### src/rtl/vga_fb_arbiter.sv
// vga_fb_arbiter: shares one synchronous single-port framebuffer SRAM
// between the VGA burst fetcher (priority) and the CPU single-word port.
// A saturating wait counter lets a starving CPU beat video at arbitration.
// Optional build macro VGA_ARB_STATS_EN adds the cpu_stall_max output.
module vga_fb_arbiter #(
  parameter int unsigned AW       = 19,
  parameter int unsigned DW       = 24,
  parameter int unsigned BURST    = 16,
  parameter int unsigned MAX_WAIT = 64
) (
  input  logic          pixel_clk,
  input  logic          pixel_rst,
  input  logic          vid_req,
  input  logic [AW-1:0] vid_addr,
  output logic          vid_gnt,
  output logic          vid_rvalid,
  output logic [DW-1:0] vid_rdata,
  input  logic          cpu_req,
  input  logic          cpu_we,
  input  logic [AW-1:0] cpu_addr,
  input  logic [DW-1:0] cpu_wdata,
  output logic          cpu_ack,
  output logic [DW-1:0] cpu_rdata,
  output logic          mem_cs,
  output logic          mem_we,
  output logic [AW-1:0] mem_addr,
  output logic [DW-1:0] mem_wdata,
  input  logic [DW-1:0] mem_rdata
`ifdef VGA_ARB_STATS_EN
  ,
  output logic [15:0]   cpu_stall_max
`endif
);

  localparam int unsigned BW = $clog2(BURST + 1);
  localparam int unsigned WW = $clog2(MAX_WAIT + 2);

  typedef enum logic [1:0] {IDLE, VID, CPU} state_t;

  state_t        state;
  logic [BW-1:0] beat_cnt;
  logic [WW-1:0] wait_cnt;
  logic          cpu_pend;
  logic          cpu_win;
  logic          vid_win;

  // Arbitration decision taken in IDLE, applied at the next edge
  always_comb begin
    cpu_pend = cpu_req & ~cpu_ack;
    cpu_win  = 1'b0;
    vid_win  = 1'b0;
    if (state == IDLE) begin
      cpu_win = cpu_pend & ((wait_cnt >= WW'(MAX_WAIT)) | ~vid_req);
      vid_win = ~cpu_win & vid_req;
    end
  end

  // Main FSM driving the registered SRAM, grant and ack outputs
  always_ff @(posedge pixel_clk or posedge pixel_rst) begin
    if (pixel_rst) begin
      state     <= IDLE;
      beat_cnt  <= '0;
      vid_gnt   <= 1'b0;
      cpu_ack   <= 1'b0;
      mem_cs    <= 1'b0;
      mem_we    <= 1'b0;
      mem_addr  <= '0;
      mem_wdata <= '0;
    end else begin
      vid_gnt <= 1'b0;
      cpu_ack <= 1'b0;
      case (state)
        IDLE: begin
          if (cpu_win) begin
            state     <= CPU;
            mem_cs    <= 1'b1;
            mem_we    <= cpu_we;
            mem_addr  <= cpu_addr;
            mem_wdata <= cpu_wdata;
          end else if (vid_win) begin
            state    <= VID;
            mem_cs   <= 1'b1;
            mem_we   <= 1'b0;
            mem_addr <= vid_addr;
            vid_gnt  <= 1'b1;
            beat_cnt <= '0;
          end
        end
        VID: begin
          if (beat_cnt == BW'(BURST - 1)) begin
            state  <= IDLE;
            mem_cs <= 1'b0;
          end else begin
            beat_cnt <= beat_cnt + BW'(1);
            mem_addr <= mem_addr + AW'(1);
          end
        end
        CPU: begin
          state   <= IDLE;
          mem_cs  <= 1'b0;
          mem_we  <= 1'b0;
          cpu_ack <= 1'b1;
        end
        default: begin
          state  <= IDLE;
          mem_cs <= 1'b0;
          mem_we <= 1'b0;
        end
      endcase
    end
  end

  // Read data strobe for video, one cycle behind each burst beat
  always_ff @(posedge pixel_clk or posedge pixel_rst) begin
    if (pixel_rst) begin
      vid_rvalid <= 1'b0;
    end else begin
      vid_rvalid <= mem_cs & ~mem_we & (state == VID);
    end
  end

  // CPU starvation counter; the CPU cycle itself is not counted as waiting
  always_ff @(posedge pixel_clk or posedge pixel_rst) begin
    if (pixel_rst) begin
      wait_cnt <= '0;
    end else if (cpu_win) begin
      wait_cnt <= '0;
    end else if (cpu_pend && (state != CPU) && (wait_cnt < WW'(MAX_WAIT))) begin
      wait_cnt <= wait_cnt + WW'(1);
    end
  end

  // Read data is forced to zero outside its valid cycle
  always_comb begin
    vid_rdata = vid_rvalid ? mem_rdata : '0;
    cpu_rdata = cpu_ack ? mem_rdata : '0;
  end

`ifdef VGA_ARB_STATS_EN
  logic [15:0] stall_cnt;

  // Longest CPU request-to-grant wait since reset, saturating
  always_ff @(posedge pixel_clk or posedge pixel_rst) begin
    if (pixel_rst) begin
      stall_cnt     <= '0;
      cpu_stall_max <= '0;
    end else if (cpu_win) begin
      stall_cnt <= '0;
      if (stall_cnt > cpu_stall_max) begin
        cpu_stall_max <= stall_cnt;
      end
    end else if (cpu_pend && (state != CPU) && (stall_cnt != '1)) begin
      stall_cnt <= stall_cnt + 16'd1;
    end
  end
`endif

endmodule

### config.mk
export PLATFORM = sky130hd
export DESIGN_NAME = vga_fb_arbiter
export DESIGN_NICKNAME = d
export VERILOG_FILES = /design/src/rtl/vga_fb_arbiter.sv
export SDC_FILE = /design/constraint.sdc
export NUM_CORES = 1
export LEC_CHECK = 0
export BUFFER_PORTS_ARGS = -buffer_cell sky130_fd_sc_hd__buf_2
export CAP_MARGIN = 20
export CELL_PAD_IN_SITES_DETAIL_PLACEMENT = 1
export CELL_PAD_IN_SITES_GLOBAL_PLACEMENT = 1
export CORE_AREA = 2 2 108 110
export DETAILED_ROUTE_END_ITERATION = 16
export DIE_AREA = 0 0 110 112
export PLACE_DENSITY_LB_ADDON = 0.1
export SLEW_MARGIN = 0
export SYNTH_ARGS = -nofsm -noshare
export SYNTH_HDL_FRONTEND = slang
export SYNTH_SLANG_ARGS = --single-unit
### constraint.sdc
create_clock -name pixel_clk -period 2.35 [get_ports pixel_clk]
set_clock_uncertainty 0.05 [all_clocks]
set_input_delay 0.47 -clock pixel_clk [delete_from_list [all_inputs] [get_ports pixel_clk]]
set_output_delay 0.47 -clock pixel_clk [all_outputs]
set_load 0.03 [all_outputs]
Yosys cells after proc, flatten, opt, wreduce, memory -nomap -nowiden:

Cells that the tools add are included.

* flip-flop bits (word level): 62
* input bits: 91
* output and inout port bits: 96
* word-level logic and storage cells: 74

* add/subtract/negate cells: 3
* order comparisons: 2
* equality and inequality tests: 9
* muxes and demuxes: 29
* bitwise logic cells: 11
* reduce and logical (&&, ||, !) cells: 10

Operators by type and width (number)
* 19-bit two-way mux: 3
* 24-bit two-way mux: 2
* 19-bit one-hot mux with 2 select lines: 1
* 19-bit by 1-bit adder with 19-bit output (second input constant): 1
* 5-bit two-way mux: 3
* 7-bit two-way mux: 2
* 1-bit two-way mux: 11
* 2-bit != test (second input constant): 5
* 5-bit one-hot mux with 2 select lines: 1
* 7-bit by 1-bit adder with 7-bit output (second input constant): 1
* 7-bit >= comparator (second input constant): 1
* 7-bit less-than comparator (second input constant): 1
* 2-bit two-way mux: 3
* 2-bit AND reduction: 3
* 5-bit by 1-bit adder with 5-bit output (second input constant): 1
* 1-bit bitwise AND: 5
* 5-bit by 4-bit equality test with 1-bit output (second input constant): 1
* 1-bit NOT: 5
* 1-bit one-hot mux with 2 select lines: 2
* 2-bit one-hot mux with 2 select lines: 1
* 4-bit AND reduction: 1
* 2-bit nonzero test: 2
* 3-bit != test (second input constant): 1
* 3-bit AND reduction: 1
* 5 further kinds: 6

Longest topological paths before layout:

* word-level depth: 9
* gate-level depth with buffers: 9

Least setup slack after synthesis:

No wires, ideal clock.

* path kind: register to register
* start point: register beat_cnt[0]
* end point: register mem_addr[11]
* library setup time: 0.126 ns
* data arrival time: 1.940 ns
* required time: 2.174 ns
* slack: 0.234 ns
* stages on the path, launching flop included: 9
* period minus slack after synthesis: 2.116 ns
* cells stage by stage: dfrtp_1 ha_1 and3_1 ha_1 a21oi_2 o31a_1 buf_2 o21ai_0 a221o_1

* cells in the longest elaborated chain, start to end: 3

Ends and longest elaborated chain
* from (decl): RTL line 41 `logic [BW-1:0] beat_cnt;`
* from (signal assigned): RTL line 94 `beat_cnt <= beat_cnt + BW'(1);`
* 5-bit by 4-bit equality test with 1-bit output: RTL line 90 `if (beat_cnt == BW'(BURST - 1)) begin`
* 2-bit != test (no source line)
* 3-bit AND reduction (no source line)
* to (signal assigned): RTL line 78 `mem_addr <= cpu_addr;`
* to (signal assigned): RTL line 84 `mem_addr <= vid_addr;`
* to (signal assigned): RTL line 95 `mem_addr <= mem_addr + AW'(1);`
* to (decl): RTL line 26 `output logic [AW-1:0] mem_addr,`

Every way passes these cells.
A chain may end at the register's enable or synchronous reset.

Worst setup path after layout:

* start point: register beat_cnt[0]
* end point: register mem_addr[3]

Same word-level chain as after synthesis.

==> metrics.md <==
| Metric | Value |
|---|---|
| Die area | `approximately 12000 um2` |
| Synth unique cells | `57` |
| Max Cap Viol | `0` |
| DIE WIDTH | `~110 um` |
| CP top delay family | `compound AO/OA/AOI/OAI gates` |
| Initial antenna violation count | `0` |
| Crit share post-route | `a little over 90%` |
| Slowest Stage Delay on Critical Path | `between 0.4 and 0.5 ns` |
| Critical Path AT | `between 2 and 2.5 ns` |
| Synth Area in Compound Gates | `around an eighth` |
| Cts bufs inserted | `9` |
| Nets | `690` |
| Pre-CTS WS | `0.103 ns` |
| CTS max path bufs | `2` |
| Crit end category | `flop` |
| Clock power share | `18.7%` |
| Initial core utilization | `about a third` |
| DRC viols | `0` |
| Routed via count | `~3.7k` |
| DRT Pass-1 Iters | `4` |
| Worst-Skew Late Latency | `~0.32 ns` |
| Seq/Total Area, Yosys | `~44%` |
| Met1 Wirelength | `a little under 5 mm` |
| Initial drt markers | `between 100 and 150` |
| EDFF count, synth | `0` |
| Largest net degree at the start of global routing | `63` |
| IO Port Bufs | `186` |
| Core Region | `11200 um2` |
| Core Util, Final | `between 40% and 50%` |
| Power Internal | `roughly 3500 uW` |
| Setup-failing EPs final | `0` |
| H-Tree Depth | `3` |
| Dpl hpwl | `just over 9 mm` |
| Global-route wire length before repair | `18.9 mm` |
| Ports | `about 190` |
| Met2 wire length | `5.76 mm` |
| CTS tree | `built` |
| Uppermost layer routed | `met4` |
| Sw frac | `around 48%` |
| GP Congestion | `roughly 0.81` |
| Critical path launch point | `beat_cnt[0]` |
| Post-Synthesis Cells | `about 400` |
| Buf+Inv Stages, Crit Path | `2` |
| Sequential fraction of design power | `between 30% and 40%` |
| Post-DR vias/cell | `slightly below 5` |
| Power per cell area | `around 1400 nW/um2` |
| Flops & latches, synth | `62` |
| Gate power share | `50.6%` |
| Register clock-pin slew on the reported worst setup and hold paths | `approximately 0.05 ns` |
| Final ANT Viol Nets | `0` |
| GRT Util Overall | `around a fifth` |
| Fmax | `~0.46 GHz` |
| Core Rows | `39` |
| Crit path kind | `flop to flop` |
| Slowest CP cell | `dfrtp_1` |
| Final wirelength | `12.0 mm` |
| Number of global-route vias before repair | `approximately 3.8k` |
| Antenna fix cells | `0` |
| Adder-cell area share of the yosys netlist | `1.42%` |
| Synth Area in Simple Gates | `between 30% and 40%` |
| Root Buffer | `clkbuf_16` |
| Slew headroom | `62.6%` |
| Worst slew pin tran | `0.556 ns` |
| Hold slack | `~0.18 ns` |
| Share of layout cells above drive strength 1 | `approximately two fifths` |
| Critical Path RT | `between 2 and 3 ns` |
| Post-Syn Area | `between 3000 and 4000 um2` |
| Main synth FF type | `dfrtp_1` |
| GR Overflow Total | `0` |
| CP cell instances | `ha_1, and3_1, ha_1, a21oi_2, buf_4, o31ai_4, buf_4, nor2_1, o22ai_1, a31oi_1` |
| Sum Neg Setup Slack | `0 ns` |
| Critical path launch point type | `flop` |
| Crit Path Max Fanout | `9` |
| Syn Nets | `between 400 and 500` |
| RSZ-0062 raised after global routing | `false` |
| XOR/XNOR Fraction of Synth Area | `under 10%` |
| Worst ir drop on vdd | `~0.63 mV` |
| Hold/Removal Path Class | `input pin to asynchronous set/reset pin` |
| DIE HEIGHT | `~110 um` |
| Post-Syn Area per Cell | `between 8 and 9 um2` |
| Met3 WL post-DR | `roughly 1.1 mm` |
| Post-route minimum period | `roughly 2.2 ns` |
| Worst Setup Slack, final | `between 0.15 and 0.2 ns` |
| P_sw | `approximately 3300 uW` |
| Reg2reg start | `beat_cnt[0]` |
| Mux contribution to synthesized area | `roughly 4.5%` |
| Share of flip-flops with an asynchronous set or reset | `between 90% and 100%` |
| Largest family of logic cells by synthesized area | `simple AND/OR/NAND/NOR gates` |
| Yosys warns | `0` |
| Outcome | `finished clean` |
| Leak | `roughly 0.0027 uW` |
| Final hold vios | `0` |
| Synth-to-Final Area Change | `41.5%` |
| Wirelength per Cell | `16.1 um` |
| Sinks on Clock Net | `62` |
| Pins Over Slew Limit | `0` |
## per-stage QoR
step / power [uW] / area (um2) / cells
5_1_grt: 7280 / 4980 / 742
3_5_place_dp: 5570 / 4680 / 726
4_1_cts: 6870 / 4970 / 741
3_3_place_gp: 5450 / 4680 / 726
6_report: 6780 / 4980 / 742
2_1_floorplan: 4370 / 3520 / 401
## layout by cell type, fill, tap and decap left out, drive strengths merged, types with 3 or more instances in the layout
cell	synthesis	routed
xor2	4	4
clkbuf	5	15
a31oi	6	6
and2	48	48
o211ai	3	3
and3	5	5
o22ai	4	4
nand2	102	102
mux2	7	7
nor2	23	23
nor3	9	9
mux2i	8	8
nand3	12	12
inv	10	10
dfrtp	62	62
a22oi	3	3
buf	14	202
ha	4	4
nand4	8	8
o21ai	14	14
nand2b	5	5
nor4	3	3
nor2b	3	3
a21oi	13	13
## kinds of logic (layout without fill, tap and decap cells)
kind of cell,after synthesis,count (layout)
compound gates,60,60
xor+xnor,6,6
fa+ha+maj,4,4
buf+inv,29,227
flops,62,62
mux,15,15
simple gates,225,225
## final cells by class
type / instances / area [um2]
repair buffers: 202 / 1090
flip-flops and latches: 62 / 1550
well taps: 143 / 179
multi-input cells: 310 / 1830
fillers: 1401 / 6200
clock buffers: 15 / 288
inverters: 10 / 37.5
## sequential cells by signal, indices dropped and copies added, names as in the netlist
signal,count
vid_rvalid,1
mem_we,1
wait_cnt,7
cpu_ack,1
mem_wdata,24
mem_cs,1
mem_addr,19
beat_cnt,5
vid_gnt,1
state,2
## Yosys cell counts (2+ instances only)
library cell,n,area [um2]
nand2_2,3,18.8
o211ai_1,3,22.5
a22oi_1,3,22.5
clkbuf_1,5,18.8
xnor2_1,2,17.5
a31oi_1,6,37.5
a21oi_1,12,60.1
o21ai_0,13,65.1
nand2_1,99,372
mux2_2,6,67.6
nor4_1,3,18.8
nand2b_1,5,31.3
buf_2,10,50.1
nand4_1,7,43.8
nor2b_1,2,12.5
and3_1,4,25.0
or2_2,2,12.5
xor2_1,4,35.0
mux2i_1,8,80.1
or4_1,2,15.0
nor2_1,22,82.6
o22a_1,2,17.5
inv_1,10,37.5
o311ai_1,2,17.5
nor3_1,7,35.0
ha_1,4,50.1
dfrtp_1,62,1550
and2_1,48,300
buf_4,4,30.0
o22ai_1,4,25.0
nand3_1,11,55.1
## power groups by stage
| stage | combinational, uW | sequential [uW] | clock, uW |
|---|---|---|---|
| finish | 3430 | 2090 | 1270 |
| CTS | 3470 | 2100 | 1300 |
| global route | 3760 | 2180 | 1340 |
| global placement | 3380 | 2080 | 0 |
| detailed placement | 3470 | 2100 | 0 |
| floorplan | 1600 | 2760 | 0 |
## per-layer routing
layer | up-vias | track usage, %
met5 | - | 0
met4 | 0 | 6.75
met3 | 15 | 5.91
met2 | 142 | 33.0
met1 | 1754 | 23.8
li1 | 1755 | -
## worst reg2reg max path, cell delays in order, from the launching register on
cell and delay, ns:
dfrtp_1 0.41, ha_1 0.24, and3_1 0.20, ha_1 0.23, a21oi_2 0.16, buf_4 0.14, o31ai_4 0.11, buf_4 0.20
nor2_1 0.13, o22ai_1 0.09, a31oi_1 0.15
## timing repair
| action | in CTS | in global routing |
|---|---|---|
| hold buffers | 0 | 0 |
| endpoints found under the setup margin | 0 | 10 |
| endpoints found under the hold margin | 0 | 0 |
| setup buffers | 0 | 1 |
| resized for setup | 0 | 1 |
## path summary, 6_finish.rpt
kind	endpoint	slack (ns)	cells after the start
setup / recovery	mem_addr[3]	0.17	10
hold / removal	mem_wdata[2]	0.18	3
setup reg to reg	mem_addr[3]	0.17	10
hold reg to reg	vid_rvalid	0.41	1
max in group asynchronous	wait_cnt[4]	1.80	3
min in group pixel_clk	mem_wdata[5]	0.28	3
No activity file was read; power rests on OpenSTA's default activity.
